## config.mk

```make
export PLATFORM = sky130hd
export DESIGN_NAME = fetch_prefetch_queue
export DESIGN_NICKNAME = d
export VERILOG_FILES = /design/src/rtl/fetch_prefetch_queue.sv
export SDC_FILE = /design/constraint.sdc
export NUM_CORES = 1
export LEC_CHECK = 0
export ABC_CLOCK_PERIOD_IN_PS = 6470
export BUFFER_PORTS_ARGS = -buffer_cell sky130_fd_sc_hd__buf_2
export CAP_MARGIN = 20
export CORE_ASPECT_RATIO = 0.7
export CORE_MARGIN = 5
export CORE_UTILIZATION = 63
export CTS_BUF_LIST = sky130_fd_sc_hd__clkbuf_16
export DETAILED_ROUTE_END_ITERATION = 8
export MAX_ROUTING_LAYER = met4
export PLACE_DENSITY = 0.85
export SLEW_MARGIN = 20
export SYNTH_ARGS = -nofsm -noshare
export SYNTH_HDL_FRONTEND = slang
export SYNTH_SLANG_ARGS = --single-unit
```

## constraint.sdc

```tcl
create_clock -name clk -period 6.47 [get_ports clk]
set_input_delay 0.9705 -clock clk [delete_from_list [all_inputs] [get_ports clk]]
set_output_delay 0.9705 -clock clk [all_outputs]
set_load 0.005 [all_outputs]
```

## src/rtl/fetch_prefetch_queue.sv

```systemverilog
// Sequential instruction fetch with a DEPTH-entry {instr, pc} prefetch queue.
// A redirect flushes the queue and in-flight fetches, then restarts at the new PC.
module fetch_prefetch_queue #(
  parameter int unsigned       ADDR_W   = 16,
  parameter int unsigned       INSTR_W  = 16,
  parameter int unsigned       DEPTH    = 4,
  parameter logic [ADDR_W-1:0] RESET_PC = '0,
  parameter int unsigned       PC_STEP  = 2
) (
  input  logic                       clk,
  input  logic                       rst_n,
  output logic                       mem_req,
  output logic [ADDR_W-1:0]          mem_addr,
  input  logic                       mem_ack,
  input  logic [INSTR_W-1:0]         mem_rdata,
  input  logic                       redirect_valid,
  input  logic [ADDR_W-1:0]          redirect_pc,
  output logic                       out_valid,
  input  logic                       out_ready,
  output logic [INSTR_W-1:0]         out_instr,
  output logic [ADDR_W-1:0]          out_pc,
  output logic [$clog2(DEPTH):0]     occupancy
);

  localparam int unsigned PW = $clog2(DEPTH);
  localparam int unsigned CW = PW + 1;
  localparam logic [CW-1:0]     DEPTH_C = CW'(DEPTH);
  localparam logic [ADDR_W-1:0] STEP_C  = ADDR_W'(PC_STEP);

  typedef enum logic [1:0] {
    IDLE,
    REQ,
    FLUSH
  } state_e;

  state_e              state_q, state_d;
  logic                req_q, req_d;
  logic [ADDR_W-1:0]   fetch_pc_q, fetch_pc_d;
  logic [ADDR_W-1:0]   addr_q, addr_d;
  logic [CW-1:0]       count_q, count_d;
  logic [PW-1:0]       rd_ptr_q, rd_ptr_d;
  logic [PW-1:0]       wr_ptr_q, wr_ptr_d;
  logic [INSTR_W-1:0]  instr_q [DEPTH];
  logic [INSTR_W-1:0]  instr_d [DEPTH];
  logic [ADDR_W-1:0]   pc_q    [DEPTH];
  logic [ADDR_W-1:0]   pc_d    [DEPTH];

  logic                push;
  logic                pop;
  logic [ADDR_W-1:0]   pc_inc;

  always_comb begin
    push     = req_q && mem_ack && (state_q == REQ) && !redirect_valid;
    pop      = (count_q != '0) && out_ready && !redirect_valid;
    pc_inc   = fetch_pc_q + STEP_C;

    state_d    = state_q;
    fetch_pc_d = fetch_pc_q;
    addr_d     = addr_q;
    rd_ptr_d   = rd_ptr_q;
    wr_ptr_d   = wr_ptr_q;
    instr_d    = instr_q;
    pc_d       = pc_q;
    count_d    = count_q + CW'(push) - CW'(pop);

    if (push) begin
      instr_d[wr_ptr_q] = mem_rdata;
      pc_d[wr_ptr_q]    = addr_q;
      wr_ptr_d          = wr_ptr_q + PW'(1);
    end
    if (pop) begin
      rd_ptr_d = rd_ptr_q + PW'(1);
    end
    // Redirect overrides any same-cycle push/pop: the queue restarts empty.
    if (redirect_valid) begin
      count_d  = '0;
      rd_ptr_d = '0;
      wr_ptr_d = '0;
    end

    unique case (state_q)
      IDLE: begin
        if (redirect_valid) begin
          fetch_pc_d = redirect_pc;
        end else if (count_d < DEPTH_C) begin
          state_d = REQ;
          addr_d  = fetch_pc_q;
        end
      end
      REQ: begin
        if (redirect_valid) begin
          fetch_pc_d = redirect_pc;
          state_d    = mem_ack ? IDLE : FLUSH;
        end else if (mem_ack) begin
          fetch_pc_d = pc_inc;
          if (count_d < DEPTH_C) begin
            addr_d = pc_inc;
          end else begin
            state_d = IDLE;
          end
        end
      end
      FLUSH: begin
        // The stale request must still complete; its data is never queued.
        if (redirect_valid) begin
          fetch_pc_d = redirect_pc;
        end
        if (mem_ack) begin
          state_d = IDLE;
        end
      end
      default: begin
        state_d = IDLE;
      end
    endcase

    req_d = (state_d == REQ) || (state_d == FLUSH);
  end

  always_ff @(posedge clk or negedge rst_n) begin
    if (!rst_n) begin
      state_q    <= IDLE;
      req_q      <= 1'b0;
      fetch_pc_q <= RESET_PC;
      addr_q     <= RESET_PC;
      count_q    <= '0;
      rd_ptr_q   <= '0;
      wr_ptr_q   <= '0;
      for (int unsigned i = 0; i < DEPTH; i++) begin
        instr_q[i] <= '0;
        pc_q[i]    <= '0;
      end
    end else begin
      state_q    <= state_d;
      req_q      <= req_d;
      fetch_pc_q <= fetch_pc_d;
      addr_q     <= addr_d;
      count_q    <= count_d;
      rd_ptr_q   <= rd_ptr_d;
      wr_ptr_q   <= wr_ptr_d;
      instr_q    <= instr_d;
      pc_q       <= pc_d;
    end
  end

  assign mem_req   = req_q;
  assign mem_addr  = addr_q;
  assign out_valid = (count_q != '0);
  assign out_instr = instr_q[rd_ptr_q];
  assign out_pc    = pc_q[rd_ptr_q];
  assign occupancy = count_q;

endmodule

```

-- Yosys cells after proc, flatten, opt, wreduce, memory -nomap -nowiden
Index checks and enable logic that the tools add are counted.
- equality and inequality tests: 11
- $lt $le $gt $ge: 4
- add/sub/neg operators: 5
- bitwise logic cells: 2
- muxes and demuxes: 33
- reduce and logical (&&, ||, !) cells: 17
- operator list (cell ; count):
    $mux 16 ; 13
    $bwmux 64 ; 2
    $bmux 16 s2 ; 2
    $pmux 16 s2 ; 2
    $demux 16 s2 ; 1
    $mux 2 ; 11
    $add 16x2->16 const B ; 1
    $ne 2x2->1 const B ; 4
    $reduce_bool 2->1 ; 4
    $ge 3x3->1 const B ; 2
    $logic_and 1x1->1 ; 6
    $not 2->3 ; 2
    $pmux 2 s3 ; 1
    $reduce_and 6->1 ; 1
    $add 2x1->2 const B ; 2
    $eq 2x1->1 const B ; 2
    $eq 2x2->1 const B ; 2
    $ne 2x1->1 const B ; 2
    $add 3x1->3 ; 1
    $lt 3x1->1 const B ; 1
    $lt 3x3->1 const B ; 1
    $mux 3 ; 1
    $ne 3x3->1 const B ; 1
    $reduce_and 3->1 ; 1
    6 further kinds ; 6
- bits of input ports: 37
- output and inout bits: 53
- register bits after elaboration: 170

-- Depth between registers and ports, before layout
- word-level depth: 13
- mapped depth: 13

-- Worst setup path after synthesis
Ideal clock, no wire load.
- path type: in2reg
- from: input redirect_valid
- to: register addr_q[0] (netlist: mem_addr[0])
- arrival: 3345 ps
- setup slack: 3000 ps
- data required time: 6345 ps
- cell stages on the path: 12
- setup time: 125 ps
- buffers on the path: 3
- cells stage by stage: clkbuf_1 > buf_1 > nor2_1 > ha_1 > inv_1 > ha_1 > inv_1 > fa_1 > xnor3_1 > o211ai_1 > buf_2 > mux2_2
- cells in the longest elaborated chain, start to end: 8
- elaborated cells on any way between the ends: 12
- classes of those cells: 2 x add/sub; 1 x order compare; 4 x eq/ne; 1 x mux; 4 x reduce/logical
- RTL lines (what ; RTL line ; RTL):
    from (decl) ; 16 ; input logic redirect_valid,
    $logic_not 1->1 ; 53, 54 ;
    $logic_and 1x1->1 ; 53 ; push = req_q && mem_ack && (state_q == REQ) && !redirect_valid;
    $add 3x1->3 ; 64 ; count_d = count_q + CW'(push) - CW'(pop);
    $sub 3x1->3 ; 64 ;
    $mux 3 ; 75 ; if (redirect_valid) begin
    $lt 3x3->1 ; 85, 96 ;
    $ne 2x2->1 (no source line) or $ne 2x1->1 (tied branches) ; n/a ;
    $reduce_and 6->1 (no source line) * ; n/a ;
    to (signal assigned) ; 137 ; addr_q <= addr_d;
    to (decl) ; 39 ; logic [ADDR_W-1:0] addr_q, addr_d;
Every way passes the cells marked *; elsewhere a longest branch is shown, timed or not.
A chain may end at the register's enable or synchronous reset.

-- Final worst setup path
Ends and elaborated chain as after synthesis.

==> results.toml <==
[outcome]
status = "complete, no violations"

[power]
netSwitchingPower_mw = 1.23
internal_power_mw = 2.58
irDropWorstVdd_mv = 0.242
p_leak_nw = 4.30
p_seq_share_pct = 42.7
power_density_nw_per_um2 = 421
p_clk_share_pct = 27.0
switching_share_pct = 32.2
power_frac_comb_pct = 30.2

[routing]
first_iter_violations = 378
wl_microns = 17400
wl_per_cell_microns = 20.9
routed_via_density = 6.15
dr.pass1.iters = 8
drc = 0
drtAntennaViolNets = 0
via_count = 5122

[clocking]
numCtsBuffers = 17
cts_tree = "yes"
cts_resized = 0
cts_setup_buffers = 0
clkLatencyLatePin_ps = 420
cts_hold_buf = 0
cts.clk_slew.worst_paths_ps = 60
clockRootBuffer = "clkbuf_16"
cts_sinks = 170
clockBufferDepth = 2
htree_levels = 4

[sta]
max_freq_ghz = 0.286
fin_worst_skew_ps = 6.66
finalHoldViolations = 0
maxSlewViolCount = 0
slew_headroom_pct = 37.2
rsz0062_at_grt = "false"
whs_ps = 502
worst_slew_pin_slew_ps = 941
period_share_pct = 54.1
finalCriticalPeriod_ps = 3500
setup_viol = 0
tns_ps = 0

[floorplan]
dieArea_sq_um = 15100
die_w_microns = 145
core_sq_um = 12400
die_h_microns = 104
ios = 90
num_rows = 34
initial_utilization_pct = 64.3

[logic_synthesis]
netlist_instances = 583
ys_warn_count = 0
yosys.area.top_type = "dfrtp_1"
synthArstFlopShare_pct = 100
yosysMostFrequentCell = "dfrtp_1"
seq_area_frac_synth_pct = 53.3
synth_common_cells = "170 x dfrtp_1, 130 x mux2_2, 40 x nand2_1"
netlist_area_sq_um = 7980
synth_fp_nets = 628
synth_top_area_share_pct = 53.3
synthTopCellsByArea = "dfrtp_1 53%, mux2_2 18%, mux4_2 9.0%"
ys_seq_elements = 170
syn_avg_cell_area_sq_um = 13.7
synth-edff-count = 0
synth.distinct_cells = 48
synth_top_flop_cell = "dfrtp_1"

[setup_path]
cpPeakStageDelay_ps = 380
worst_path_max_delay_cell = "fa_1"
cp.arrival_ps = 3810
worstRegToRegCells = 12
regToRegSetupSlack_ps = 3280
cpMostUsedCell = "inv_1"
cpLargestDelayFamily = "buffers and inverters"
crit-reg2reg-capture = "mem_addr[0]$_DFFE_PN0P_"
r2r_start = "state_q[1]$_DFF_PN0_"
critPathCaptureType = "flip-flop"
crit_chain = "buf_2 > and4bb_2 > and2_2 > inv_1 > ha_1 > inv_1 > ha_1 > inv_1 > fa_1 > xnor3_1 > o211ai_1 > buf_4 > mux2_2"
crit_buf_inv = 5
crit_type = "in -> reg"
critPathRequiredTime_ps = 6770
cp-start-kind = "primary input"
crit_fanout = 31

[worst_hold_path]
min_to = "instr_q[26]$_DFFE_PN0P_"
min-delay-start = "instr_q[26]$_DFFE_PN0P_"
hold_path.class = "reg -> reg"
hold_depth = 1

[final_layout]
area_growth_pct = 13.2
final_nets = 704
multiInputGateArea_sq_um = 3450
fill_cells = 842
seqCellArea_sq_um = 4260
diodes = 0
final_cell_area_sq_um = 9030
drive_gt1_share_pct = 43.5

[grt]
grt_remaining_overflow = 0
grt_antenna_before_repair = 0
grt_pass1_wl_microns = 28700
grt_max_degree = 106
grt_pass1_vias = 5406
grt_util_all_layers_pct = 25.2

[placed_design]
post-dp-hpwl_microns = 11200
portBuffers = 89
postPlaceCellArea_sq_um = 8440
place.gp.congestion = 0.931

[job]
drv_cap = 0
[metal layers]
metal  vias to the layer above  GRT usage (%)  part of all wire [%]
met4                         0           6.32                   1.1
li1                       2286              -                     -
met3                        18           5.79                   5.4
met5                         -              -                     0
met2                       156           37.9                    49
met1                      2662           35.3                    44
[cells by family (layout without fill, tap and decap cells)]
family | after synthesis | in the layout | share of synthesized area (%)
and+or+nand+nor | 110 | 110 | 7.01
AOI/OAI and AO/OA | 67 | 67 | 5.14
adders and majority gates | 8 | 8 | 1.35
DFF | 170 | 170 | 53.3
muxes | 164 | 164 | 27.6
buffers and inverters | 47 | 135 | 3.56
xor gates and xnor gates | 17 | 17 | 2.04
[how the worst max path moves through the flow]
| stage | startpoint | to | depth (start not counted) |
|---|---|---|---|
| detailed placement | redirect_valid | mem_addr[0]$_DFFE_PN0P_ | 13 |
| floorplan | redirect_valid | mem_addr[0]$_DFFE_PN0P_ | 12 |
| finish | redirect_valid | mem_addr[0]$_DFFE_PN0P_ | 13 |
| CTS | redirect_valid | mem_addr[0]$_DFFE_PN0P_ | 13 |
| global route | redirect_valid | mem_addr[0]$_DFFE_PN0P_ | 13 |
| global placement | redirect_valid | mem_addr[0]$_DFFE_PN0P_ | 13 |
[power by group through the flow]
stage / sequential, mW / combinational (mW) / clock [mW]
after floorplan: 1.50 / 0.836 / 0
after global placement: 1.59 / 1.11 / 0
final: 1.63 / 1.15 / 1.03
after detailed placement: 1.63 / 1.15 / 0
after CTS: 1.62 / 1.17 / 1.04
after global routing: 1.66 / 1.27 / 1.09
[stage by stage]
| stage | setup WS (ps) | power [mW] | util [%] | cells |
|---|---|---|---|---|
| after floorplan | 3000 | 2.33 | - | 583 |
| after global placement | 2670 | 2.70 | 67.9 | 802 |
| after detailed placement | 2560 | 2.78 | 68.0 | 802 |
| after CTS | 2990 | 3.83 | 72.7 | 833 |
| after global routing | 2800 | 4.03 | 72.7 | 833 |
| final | 2970 | 3.81 | 72.7 | 833 |
[final cells by class]
class,instances,area share (%)
sequential,170,47.1
multi-input combinational,366,38.2
timing repair buffer,97,5.67
clock buffer,17,4.71
tap,162,2.24
clock inverter,14,1.81
inverter,7,0.291
[sequential cells by signal (all words and copies together) (netlist names)]
| register | count |
|---|---|
| fetch_pc_q | 16 |
| instr_q | 64 |
| mem_addr | 16 |
| mem_req | 1 |
| occupancy | 3 |
| pc_q | 64 |
| rd_ptr_q | 2 |
| state_q | 2 |
| wr_ptr_q | 2 |
[cell usage in the layout (no fill, tap or decap), types with 6 or more instances in the layout]
cell,synthesis,layout
xnor2_1,12,12
ha_1,7,7
nand3_1,12,12
o21ai_0,26,25
inv_1,7,11
clkbuf_16,0,17
buf_4,0,8
mux4_2,32,32
buf_2,14,88
dfrtp_1,170,169
nand2_1,40,40
nor2_1,18,18
a21oi_1,16,16
mux2_2,130,130
nor3_1,8,8
nor4_1,6,6
Note: power is estimated with default switching activity, not from simulation.
